[src/rtl/regfile_wb_arbiter_pkg.sv]
// Shared CPU definitions used by the writeback arbiter and its scoreboard.
package regfile_wb_arbiter_pkg;

    localparam int REG_ADDR_W = 5;
    localparam int XLEN       = 32;
    localparam int NUM_REGS   = 32;

    typedef struct packed {
        logic                  valid;
        logic [REG_ADDR_W-1:0] rd;
        logic [XLEN-1:0]       data;
    } wb_req_t;

    function automatic logic [NUM_REGS-1:0] rd_onehot(
        input logic [REG_ADDR_W-1:0] rd
    );
        logic [NUM_REGS-1:0] oh;
        oh     = '0;
        oh[rd] = 1'b1;
        return oh;
    endfunction

    function automatic logic req_is_x0(input wb_req_t r);
        return r.valid && (r.rd == '0);
    endfunction

    function automatic logic req_writes(input wb_req_t r);
        return r.valid && (r.rd != '0);
    endfunction

endpackage

[src/rtl/regfile_wb_arbiter_scoreboard.sv]
// Per-register pending-write bits used by decode for RAW hazard detection.
module regfile_wb_arbiter_scoreboard
    import regfile_wb_arbiter_pkg::*;
(
    input  logic                  clock,
    input  logic                  reset,
    input  logic                  set_en_i,
    input  logic [REG_ADDR_W-1:0] set_rd_i,
    input  logic                  clr_en_i,
    input  logic [REG_ADDR_W-1:0] clr_rd_i,
    output logic [NUM_REGS-1:0]   pending_mask_o
);

    logic [NUM_REGS-1:0] pend_q;
    logic [NUM_REGS-1:0] pend_d;

    // Set is applied after clear so a newly issued writer keeps its bit.
    always_comb begin
        pend_d = pend_q;
        if (clr_en_i) begin
            pend_d = pend_d & ~rd_onehot(clr_rd_i);
        end
        if (set_en_i && (set_rd_i != '0)) begin
            pend_d = pend_d | rd_onehot(set_rd_i);
        end
        pend_d[0] = 1'b0;
    end

    always_ff @(posedge clock) begin
        if (reset) begin
            pend_q <= '0;
        end else begin
            pend_q <= pend_d;
        end
    end

    assign pending_mask_o = pend_q;

endmodule

[src/rtl/regfile_wb_arbiter.sv]
// Two-requester writeback arbiter driving the single register-file write port,
// with starvation protection for the execute unit and a pending scoreboard.
module regfile_wb_arbiter
    import regfile_wb_arbiter_pkg::*;
#(
    parameter int STARVE_LIMIT = 3,
    parameter int CNT_W        = 2
) (
    input  logic        clock,
    input  logic        reset,
    input  logic        ex_valid,
    input  logic [4:0]  ex_rd,
    input  logic [31:0] ex_data,
    output logic        ex_ready,
    input  logic        mem_valid,
    input  logic [4:0]  mem_rd,
    input  logic [31:0] mem_data,
    output logic        mem_ready,
    input  logic        issue_valid,
    input  logic [4:0]  issue_rd,
    output logic        wb_we,
    output logic [4:0]  wb_addr,
    output logic [31:0] wb_data,
    output logic [31:0] pending_mask
);

    localparam logic [CNT_W-1:0] LIMIT = CNT_W'(STARVE_LIMIT);

    wb_req_t ex_req;
    wb_req_t mem_req;

    assign ex_req  = '{valid: ex_valid,  rd: ex_rd,  data: ex_data};
    assign mem_req = '{valid: mem_valid, rd: mem_rd, data: mem_data};

    logic ex_wr;
    logic mem_wr;
    logic ex_x0;
    logic mem_x0;
    logic starved;
    logic grant_ex;
    logic grant_mem;
    logic grant_any;

    logic [CNT_W-1:0] cnt_q;
    logic [CNT_W-1:0] cnt_d;

    logic                  wb_we_q;
    logic                  wb_we_d;
    logic [REG_ADDR_W-1:0] wb_addr_q;
    logic [REG_ADDR_W-1:0] wb_addr_d;
    logic [XLEN-1:0]       wb_data_q;
    logic [XLEN-1:0]       wb_data_d;

    assign ex_wr   = req_writes(ex_req);
    assign mem_wr  = req_writes(mem_req);
    assign ex_x0   = req_is_x0(ex_req);
    assign mem_x0  = req_is_x0(mem_req);
    assign starved = (cnt_q == LIMIT);

    // Memory has priority except when execute has lost too many times.
    assign grant_ex  = ex_wr && (!mem_wr || starved);
    assign grant_mem = mem_wr && !grant_ex;
    assign grant_any = grant_ex || grant_mem;

    assign ex_ready  = !reset && (ex_x0 || grant_ex);
    assign mem_ready = !reset && (mem_x0 || grant_mem);

    always_comb begin
        cnt_d = '0;
        if (ex_wr && !grant_ex) begin
            cnt_d = starved ? cnt_q : cnt_q + 1'b1;
        end
    end

    always_comb begin
        wb_we_d   = grant_any;
        wb_addr_d = wb_addr_q;
        wb_data_d = wb_data_q;
        if (grant_ex) begin
            wb_addr_d = ex_req.rd;
            wb_data_d = ex_req.data;
        end else if (grant_mem) begin
            wb_addr_d = mem_req.rd;
            wb_data_d = mem_req.data;
        end
    end

    always_ff @(posedge clock) begin
        if (reset) begin
            cnt_q     <= '0;
            wb_we_q   <= 1'b0;
            wb_addr_q <= '0;
            wb_data_q <= '0;
        end else begin
            cnt_q     <= cnt_d;
            wb_we_q   <= wb_we_d;
            wb_addr_q <= wb_addr_d;
            wb_data_q <= wb_data_d;
        end
    end

    assign wb_we   = wb_we_q;
    assign wb_addr = wb_addr_q;
    assign wb_data = wb_data_q;

    // Clear lands on the same edge that registers the write.
    regfile_wb_arbiter_scoreboard u_scoreboard (
        .clock          (clock),
        .reset          (reset),
        .set_en_i       (issue_valid),
        .set_rd_i       (issue_rd),
        .clr_en_i       (grant_any),
        .clr_rd_i       (wb_addr_d),
        .pending_mask_o (pending_mask)
    );

endmodule

[config.mk]
export PLATFORM = sky130hd
export DESIGN_NAME = regfile_wb_arbiter
export DESIGN_NICKNAME = d
export VERILOG_FILES = /design/src/rtl/regfile_wb_arbiter_pkg.sv /design/src/rtl/regfile_wb_arbiter_scoreboard.sv /design/src/rtl/regfile_wb_arbiter.sv
export SDC_FILE = /design/constraint.sdc
export NUM_CORES = 1
export LEC_CHECK = 0
export BUFFER_PORTS_ARGS = -buffer_cell sky130_fd_sc_hd__buf_2
export CORE_UTILIZATION = 52
export CTS_CLUSTER_DIAMETER = 120
export DETAILED_ROUTE_END_ITERATION = 12
export PLACE_DENSITY_LB_ADDON = 0.08
export SYNTH_ARGS = -nofsm -noshare
export SYNTH_HDL_FRONTEND = slang
export SYNTH_SLANG_ARGS = --single-unit
[constraint.sdc]
create_clock -name clock -period 3.2 [get_ports clock]
set_clock_uncertainty 0.15 [all_clocks]
set_input_delay 0.32 -clock clock [delete_from_list [all_inputs] [get_ports clock]]
set_output_delay 0.32 -clock clock [all_outputs]
set_load 0.03 [all_outputs]
After elaboration in Yosys (flattened, before gate mapping)
Index checks and enable logic that the tools add are counted.

Bits in registers: 72. Bits in latches: 0. Bits in writable memories: 0. Memory bits (read-only): 0. Bits of input ports: 84. Memories: 0.

Add/sub/neg operators: 1. $mul: 0. Div/mod/pow operators: 0. Order comparisons: 4. Eq/ne operators: 1. Shifts and indexed selects: 0. Mux-type cells: 10. Bitwise gates (word level): 4. Reduce and logical (&&, ||, !) cells: 26.

Operators with widths (count): 32-bit 2-to-1 mux (4); 32-bit AND (1); 32-bit NOT (1); 32-bit OR (1); 5-bit nonzero test (3); 1-bit logical AND (12); 5-bit by 6-bit < comparator with 1-bit output (second input constant) (2); 1-bit demux with 5-bit select (2); 5-bit by 1-bit >= comparator with 1-bit output (second input constant) (2); 5-bit zero test (2); 5-bit 2-to-1 mux (2); 1-bit logical OR (4); 1-bit zero test (3); 2-bit by 1-bit adder with 2-bit output (second input constant) (1); 2-bit == test (second input constant) (1); 1-bit 2-to-1 mux (2); 2-bit nonzero test (1); 2-bit OR reduction (1); 1-bit NOT (1).

Longest topological paths before layout
Gate-level depths: netlist of the first run.

Depth in word-level cells: 18. Gate-level depth with buffers: 9. Gate-level depth less buffers: 6.

Modules after synthesis
Synthesis of the first run repeated with hierarchy kept, for this count alone.

Cells, all modules: 344. Area total of the unflattened synthesis: 3425.8 um2.

By module, submodules not included: regfile_wb_arbiter (instances 1, cells each 188, area an instance 2067.0 um2, sequential area each 800.8 um2); regfile_wb_arbiter_scoreboard (instances 1, cells each 156, area an instance 1358.8 um2, sequential area each 620.6 um2).

Least setup slack after synthesis of the first run
No wires, ideal clock.

Path kind: register to output. From: reg cnt_q[0]. To: out mem_ready. Arrival time: 2263 ps. Required time: 2730 ps. Setup slack: 467 ps. Stages on the path, launching flop included: 10. Buffers on the path: 3. Path through: dfxtp_1 ha_1 nor2b_1 clkbuf_1 o21ai_2 nand3_1 buf_2 buf_2 nor2_1 nor3b_1.

Word-level cells in the longest chain between the ends: 7.

RTL lines: start, declared (RTL line regfile_wb_arbiter.sv:44) `logic [CNT_W-1:0] cnt_q;`; start signal, assigned (RTL line regfile_wb_arbiter.sv:95) `cnt_q <= cnt_d;`; 2-bit == test (RTL line regfile_wb_arbiter.sv:58) `assign starved = (cnt_q == LIMIT);`; 1-bit logical OR (RTL line regfile_wb_arbiter.sv:61) `assign grant_ex = ex_wr && (!mem_wr || starved);`; 1-bit logical AND (RTL line regfile_wb_arbiter.sv:61); 1-bit zero test (RTL line regfile_wb_arbiter.sv:62) `assign grant_mem = mem_wr && !grant_ex;`; 1-bit logical AND (RTL line regfile_wb_arbiter.sv:62); 1-bit logical OR (RTL line regfile_wb_arbiter.sv:66) `assign mem_ready = !reset && (mem_x0 || grant_mem);`; 1-bit logical AND (RTL line regfile_wb_arbiter.sv:66); end, declared (RTL line regfile_wb_arbiter.sv:18) `output logic mem_ready,`.

Every way passes these cells.

Final worst setup path of the first run
Ends and elaborated chain as after synthesis.

==> results of run 1 <==
report_power, final:
part           switching [mW]  internal [mW]  leakage, nW
sequential             0.0238          0.929        0.583
clock                   0.324          0.354       0.0892
combinational           0.308          0.165         1.44
total                   0.656           1.45         2.11
worst max-delay path: stages (launching register included):
cell and delay (ns):
dfxtp_1 0.31, ha_1 0.23, nor2b_1 0.45, o21ai_2 0.19, nand3_2 0.14, nor2_1 0.04
nor3b_1 0.17, buf_2 0.23
cell usage in the layout (no fill, tap or decap), types with 7 or more instances in the layout:
cell and count:
buf_2 154, buf_4 7, nor3_1 30, dfxtp_1 71, nand2_1 12, nor2_1 106, a211oi_1 50, a311oi_1 12
clkbuf_8 9, mux2i_1 34
cell usage after synthesis, types with 4 or more instances:
cell type and instances:
nand2_1 13, nor2b_1 4, a311oi_2 5, buf_2 14, mux2i_1 34, o22ai_1 6, a311oi_1 12, clkbuf_1 15
a211oi_1 50, and2_1 4, dfxtp_1 71, nor3_1 30, nand3_1 5, nor2_1 106
stage by stage:
step / utilization (%) / hold slack (ns) / std cells
final: 67.4 / 0.154 / 644
after global routing: 67.4 / 0.177 / 644
after CTS: 67.4 / 0.148 / 644
after detailed placement: 64.8 / 0.271 / 629
after global placement: 64.8 / 0.268 / 629
after floorplan: - / 0.258 / 422
logic make-up after synthesis:
logic type      after synthesis  synth area share, %
compound gates               92                 21.6
fa+ha+maj                     1                0.346
simple gates                184                 23.4
mux                          37                 10.4
buf+inv                      36                 4.85
flops                        71                 39.3
other cells                   1                0.104
worst max path at each step:
stage | to | slack, ns | cells after the start
after global placement | u_scoreboard.pending_mask_o[31] | 0.58 | 6
after global routing | mem_ready | 0.45 | 7
after detailed placement | u_scoreboard.pending_mask_o[30] | 0.48 | 6
after floorplan | mem_ready | 0.47 | 9
after CTS | mem_ready | 0.65 | 7
final | mem_ready | 0.65 | 7
area by class of cell:
cell class | count | area (um2) | area share [%]
Multi-Input combinational cell | 315 | 2020 | 44.4
Sequential cell | 71 | 1420 | 31.2
Timing Repair Buffer | 161 | 823 | 18.1
Clock buffer | 11 | 131 | 2.88
Tap cell | 80 | 100 | 2.20
Clock inverter | 4 | 47.5 | 1.04
Inverter | 2 | 7.51 | 0.165
metal layers:
layer | up-vias | share of wire [%]
li1 | 1835 | -
met4 | 0 | 1.4
met1 | 1702 | 43
met5 | - | 0
met2 | 155 | 48
met3 | 11 | 7.0
flip-flops by register name, indices dropped and copies added, names as in the netlist:
register                     count
wb_addr                          5
u_scoreboard.pending_mask_o     31
cnt_q                            2
wb_we                            1
wb_data                         32
==> results list, run 1 <==
- The initialized floorplan defines 30 standard-cell rows.
- Worst vdd rail ir drop: approximately 0.32 mV
- Relative to the synthesized area, the layout overhead comes to 26.1%.
* Netlist area before placement: 3610 um2
* Clock sink count: 71
- The first global-routing pass estimated 15.6 mm of wire.
- After routing the design area is 4560 um2.
* Count of filler cells inserted in the layout: slightly above 600
* Classification of the worst setup path: register to primary output
- For this run, the top clock speed supported by timing is about 400 MHz.
- The die is 85.4 um tall.
* Vias per std cell: 5.75
- Placement-stage worst setup slack: 0.476 ns
- EDFF count, synth: 0
- M3 GR Usage: 4.77%
* Number of buffers inserted for hold repair after clock tree synthesis: 0
- Number of antenna violations at the first check in global routing: 0
* Data arrival time at the worst-slack endpoint: approximately 2.1 ns
- Post-DP HPWL: 7.06 mm
- The final-report hold violation count was 0.
- After detailed placement, the total cell area comes to 4380 um2.
- Fraction of final layout cells with drive strength greater than 1: between 30 and 40%
- Summing internal, switching and leakage power gives 2.10 mW.
- Clock insertion delay at the later pin of the skew report: 0.33 ns
- Routed WL: 9.74 mm
* Layout net count: 645
* Die outline width: 85.4 um
- At the worst endpoint, the required time is 2.73 ns.
- Highest net fanout along the worst path: 7
- In the final routed layout, each cell accounts on average for 15.1 um.
* Hold wc startpoint: ex_data[5]
* Element type at the critical path end: primary output
- Post-Synthesis Net Count: ~510
- After clock tree synthesis, the clock-pin slew on the worst setup and hold paths is 0.08 ns.
* Reg-to-reg endpoint: u_scoreboard.pending_mask_o[14]
* Overflow left after global routing: 0
* Number of buffers added on ports: between 150 and 200
- The total area inside the core boundary comes to a little under 7000 um2.
* DRC: 0
- After synthesis, the largest area contributor takes up just under 40% of total cell area.
- Final setup violation count: 0
* Cell area power density: 462 nW/um2
- Synthesis produced 422 cells.
- Global routing consumed, over all layers together, 26.9% of the routing resources.
- The number of global-route vias before repair was 3314.
- I/O pin total: 156
- Remaining antenna violation count: 0
- Root Buffer: clkbuf_8
- The flow ran to the end, and the final reports show no timing, DRC or antenna violations.
- Crit start category: register
- Timing startpoint of the critical path: cnt_q[0]
- Unrepaired setup endpoints after global routing: false
* Max-cap violations: 0
* Worst-case register-to-register setup slack: around 0.7 ns
* TritonRoute pass-1 iters: 5
* TritonCTS Buffers: 9
- Busiest grt layer: met2
- The repair_antennas step left the layout with diodes totalling 0.
* Warnings, synthesis: 0
* Number of distinct standard cells referenced by the synthesized netlist: 52
- The worst hold path passes through 3 cells.
- Leakage power: 2.11 nW
- After clock tree synthesis, the repair step resized 0 gates.
* Share of the clock period used by the worst path after layout: roughly four fifths
- Pin count of the biggest net entering global routing: 65
* Cell accounting for the most synthesized area: dfxtp_1
* Share of async-settable or async-resettable flops after synthesis: 0%
* Vias after detailed routing: 3703
* Clock tree from TritonCTS: yes
- Max-slew violation total from the final report: 0
- Met2 track utilization from global routing: roughly 45%
* GR Util met1: 34.3%
- Buffer depth of the longest clock path: 2
* Final sum of negative setup slack: 0 ns
- In this run the mean area of a mapped cell was approximately 8.6 um2.
* DRC marker count from the first detailed-route iteration: 205
- In this run the post-CTS setup repair buffer count came out at 0.
- The initial utilization of the core area, before any placement, comes to a little over half.
- For the pin with the worst max-slew slack, the measured transition is 0.717 ns.
- GPL Wtd Cong: 0.863
- The worst hold path terminates at wb_data[5].
- Area of the die: 7290 um2
* Normalized max-slew margin: 51.7%
- Final worst path period need: 2.55 ns
* Hold Crit Class: input port to register
* Smallest setup slack after layout: 0.646 ns
* Most common flop cell mapped by yosys: dfxtp_1
* Biggest area contributors in the synthesized netlist: dfxtp_1 (39%), nor2_1 (11%), a211oi_1 (10%), mux2i_1 (9.4%), nor3_1 (4.2%)
- Critical register-to-register path startpoint: cnt_q[0]
- Sequential cells were found to cover 39.3% of the synthesized design area.
- CTS H-tree depth: 3
- The number of cells on the worst reg-to-reg path is 6.
- Synthesis inferred 71 register bits.
Power figures use the tool's default switching activity.
==> run 2, diff against run 1 <==
--- a/config.mk
+++ b/config.mk
@@ -5,8 +5,9 @@
 export SDC_FILE = /design/constraint.sdc
 export NUM_CORES = 1
 export LEC_CHECK = 0
+export ABC_AREA = 1
 export BUFFER_PORTS_ARGS = -buffer_cell sky130_fd_sc_hd__buf_2
-export CORE_UTILIZATION = 52
+export CORE_UTILIZATION = 47
 export CTS_CLUSTER_DIAMETER = 120
 export DETAILED_ROUTE_END_ITERATION = 12
 export PLACE_DENSITY_LB_ADDON = 0.08
==> constraint.sdc (replaced) <==
create_clock -name clock -period 2.61 [get_ports clock]
set_clock_uncertainty 0.15 [all_clocks]
set_input_delay 0.261 -clock clock [delete_from_list [all_inputs] [get_ports clock]]
set_output_delay 0.261 -clock clock [all_outputs]
set_load 0.03 [all_outputs]
==> results list, run 2 <==
- The run finished with clean final reports.
- Power spent charging and discharging nets: 0.805 mW (+23%)
- Combinational family with the most area after synthesis: simple AND/OR/NAND/NOR gates
* Number of buffers added on ports: 154 (unchanged)
* Seq/Total Area, Yosys: 41.1% (+1.7 points)
* Vias per std cell: 5.13 (-11%)
* Most frequent cells after synthesis: nand2_1 (127), dfxtp_1 (71), o21ai_0 (57)
- Xor-xnor portion of the synthesized cell area: 0.253% (+0.25 points)
* Cell accounting for the most synthesized area: dfxtp_1
- The adder-cell share of the synthesized area is 0.362% (+0.015 points).
* Leakage power: 2.04 nW (-3.3%)
* Final worst path period need: 2.41 ns
* Overflow left after global routing: 0 (unchanged)
- Sw Share: 29.1% (-2.1 points)
* Fraction of final layout cells with drive strength greater than 1: 38.4% (+3.8 points)
- Element type at the critical path end: primary output
- The clock transition at the registers of the reported paths was 0.08 ns (about the same).
* Multiplexer share of the synthesized area: 0% (-10 points)
- Post-Syn Area per Cell: 7.25 um2 (-15%)
- Proportion of power drawn by flip-flops and latches: 42.3% (-3.0 points)
- Core Area: 6940 um2 (+2.8%)
- The worst setup path is of the register to primary output kind.
- The power consumption is 2.77 mW (+31%).
- The total number of clock tree sinks was 71 (unchanged).
- Data required time at the worst endpoint: 2.20 ns (-0.53 ns)
- The number of instances resized during post-cts repair came to 0 (unchanged).
- The post-route antenna net violation count was 0 (unchanged).
- The number of iterations in the first detailed-routing pass is 4 (-1).
- The worst setup margin came to 0.196 ns (-0.450 ns).
- Commonest cells after routing, fill and taps aside: buf_2 (154), nand2_1 (127), dfxtp_1 (71)
* Number of antenna violations at the first check in global routing: 0 (unchanged)
* Portion of total power attributed to combinational logic: 19.1% (-3.4 points)
- Clock tree from TritonCTS: yes
- Worst vdd rail ir drop: 0.411 mV (+29%)
- Based on the critical path, the design can be clocked at up to ~410 MHz.
- Buffer depth of the longest clock path: 2 (unchanged)
- Max-slew violation total from the final report: 0 (unchanged)
* Most common flop cell mapped by yosys: dfxtp_1
* Share of async-settable or async-resettable flops after synthesis: 0% (unchanged)
* Crit path max-delay cell type: buf_4
* Warnings, synthesis: 0 (unchanged)
- Hold Crit Class: input port to register
* Register Area: 1420 um2 (unchanged)
* Global router's overall resource usage: 26.3% (-0.57 points)
* Post-Synthesis Net Count: 562 (+11%)
- The number of CTS-inserted buffers is 9 (unchanged).
* Slowest stage delay, CP: 0.35 ns (-0.10 ns)
* Crit start category: register
- Routed WL: 9.98 mm (+2.4%)
* Post-DP HPWL: 7.18 mm (+1.8%)
- The share of synthesized cell area in and, or, nand and nor gates came to 35.3% (+12 points).
- DRC marker count from the first detailed-route iteration: 176 (-14%)
* Hold violation count in the final report: 0 (unchanged)
- The pin slew with the least headroom to its limit is 1.01 ns (+0.291 ns).
- Layout net count: 710 (+10%)
- Final instance area: 4530 um2 (-0.66%)
* Setup repair bufs after CTS: 0 (unchanged)
- Cell-internal power: 1.96 mW (+35%)
- Final sum of negative setup slack: 0 ns (unchanged)
- The power per cell area was 611 nW/um2 (+32%).
- Die outline width: 87.8 um (+2.9%)
- Clock Power Share: 38.6% (+6.4 points)
- Pin count of the biggest net entering global routing: 36 (-45%)
* Standard-cell row count: 30 (unchanged)
* Share of the clock period used by the worst path after layout: 92.5%
- GPL Wtd Cong: 0.851 (-1.3%)
* Area growth from synthesis to layout: 30.8%
- The library cell used most frequently in the layout, excluding fill and tap cells, is buf_2.
* #FFs+latches synth: 71 (unchanged)
- Among all cell types in the netlist, the one instantiated most often is nand2_1.
- Delay-heaviest family, CP: buffers and inverters
- The flip-flop count of the largest register, all copies and words added came to 32 (unchanged).
- The hold buffer count at CTS came to 0 (unchanged).
* Netlist area before placement: 3460 um2 (-4.3%)
- Max-cap violations: 0 (unchanged)
* CTS H-tree depth: 3 (unchanged)
* Final setup violation count: 0 (unchanged)
- Vertical extent of the die: 87.8 um (+2.9%)
* Total area of multi-input combinational cells: 1850 um2 (-8.7%)
- Vias after detailed routing: 3723 (+0.54%)
- Routed wirelength normalized by instance count: 13.7 um (-9.1%)
* Area share of the largest cell type after synthesis: 41.1% (+1.7 points)
* Count of filler cells inserted in the layout: 663 (+6.8%)
- The critical-path maximum fanout came to 33 (+26).
- The die outline area was 7710 um2 (+5.8%).
- The number of flops mapped to enable cells by yosys was 0 (unchanged).
- By area the synthesized netlist is led by dfxtp_1 (41%), nand2_1 (14%), o21ai_0 (8.2%), a21oi_2 (7.1%), nand3_1 (6.4%).
* Number of distinct standard cells referenced by the synthesized netlist: 32 (-38%)
* First-pass GRT wire length: 15.9 mm (+1.8%)
- The instance area after placement is 4280 um2 (-2.2%).
- Clock insertion delay at the later pin of the skew report: 0.33 ns (about the same)
- I/O pin total: 156 (unchanged)
- Number of global-route vias before repair: 3384 (+2.1%)
* Starting Density: 49.8% (-3.7 points)
* CP Cell Sequence: ha_1 -> inv_1 -> nand3_4 -> nand2_8 -> buf_4 -> a21oi_1 -> buf_2
- The arrival time at the worst endpoint was 2.00 ns (-0.08 ns).
- The number of diodes came to 0 (unchanged).
- Setup repair after global routing left no endpoint under its margin.
- The count of buffering cells on the critical path with inverters included is 3 (+2).
* DRC: 0 (unchanged)
* Root Buffer: clkbuf_8
* Normalized max-slew margin: 32.7% (-19 points)
* Cells after Synth: 477 (+13%)
* Placement-stage worst setup slack: 0.297 ns (-0.178 ns)
- Share of the synthesized area in compound gates (AO/OA/AOI/OAI): 17.5% (-4.2 points)
[run 2: cell types whose count changed after synthesis, moves of 8 or more]
cell      before  now
nand2_1       13  127
nor2_1       106   46
o21ai_0        1   57
a211oi_1      50    0
nand3_1        5   44
mux2i_1       34    0
a21oi_2        0   28
nor3_1        30    3
nor2_2         0   16
inv_1          2   17
a311oi_1      12    0
nand2_2        0   11
o21ai_1        0    8
[run 2: cell families (layout without fill, tap and decap cells)]
group,count (synthesis),count (layout)
AND/OR/NAND/NOR,262,262
AO/OA/AOI/OAI,99,99
flip-flops,71,71
buffers and inverters,42,195
adder cells (fa/ha/maj),1,1
other,1,1
XOR/XNOR,1,1
[run 2: final cells by class]
type / count / share of cell area (%)
clock buffer: 11 / 3.12
timing repair buffer: 159 / 17.9
sequential: 71 / 31.4
tap: 96 / 2.65
clock inverter: 5 / 2.32
multi-input combinational: 364 / 40.9
inverter: 20 / 1.77
[run 2: stage by stage]
step / hold WS [ns] / util [%] / cells
6_report: 0.0211 / 65.2 / 726
5_1_grt: 0.0265 / 65.2 / 726
4_1_cts: 0.00893 / 65.2 / 726
3_5_place_dp: 0.302 / 61.6 / 710
3_3_place_gp: 0.302 / 61.6 / 710
2_1_floorplan: 0.202 / - / 477
[run 2: power groups by stage]
stage,Combinational (mW),Clock (mW),Sequential [mW]
after global placement,0.523,0,1.19
after floorplan,0.231,0,1.30
after CTS,0.528,1.09,1.17
final,0.527,1.07,1.17
after detailed placement,0.526,0,1.20
after global routing,0.576,1.13,1.17
[run 2: path summary, 6_finish.rpt]
| kind | startpoint | end | slack, ns | cells past startpoint |
|---|---|---|---|---|
| worst max register to register | cnt_q[0] | u_scoreboard.pending_mask_o[13] | 0.40 | 11 |
| worst min register to register | u_scoreboard.pending_mask_o[20] | u_scoreboard.pending_mask_o[20] | 0.31 | 2 |
| worst max-delay path | cnt_q[0] | ex_ready | 0.20 | 7 |
| worst min-delay path | ex_data[11] | wb_data[11] | 0.02 | 3 |
[run 2: routing by layer]
| metal | routed length (um) | track usage (%) |
|---|---|---|
| met2 | 4820 | 45.1 |
| met4 | 143 | 9.09 |
| met1 | 4240 | 34.1 |
| met5 | 0 | 0 |
| met3 | 774 | 3.20 |
[run 2: tightest hold or removal path, delay by kind of cell]
| kind | cells | cell delay (ns) |
|---|---|---|
| compound gates | 1 | 0.11 |
| buf+inv | 1 | 0.07 |
| simple gates | 1 | 0.03 |
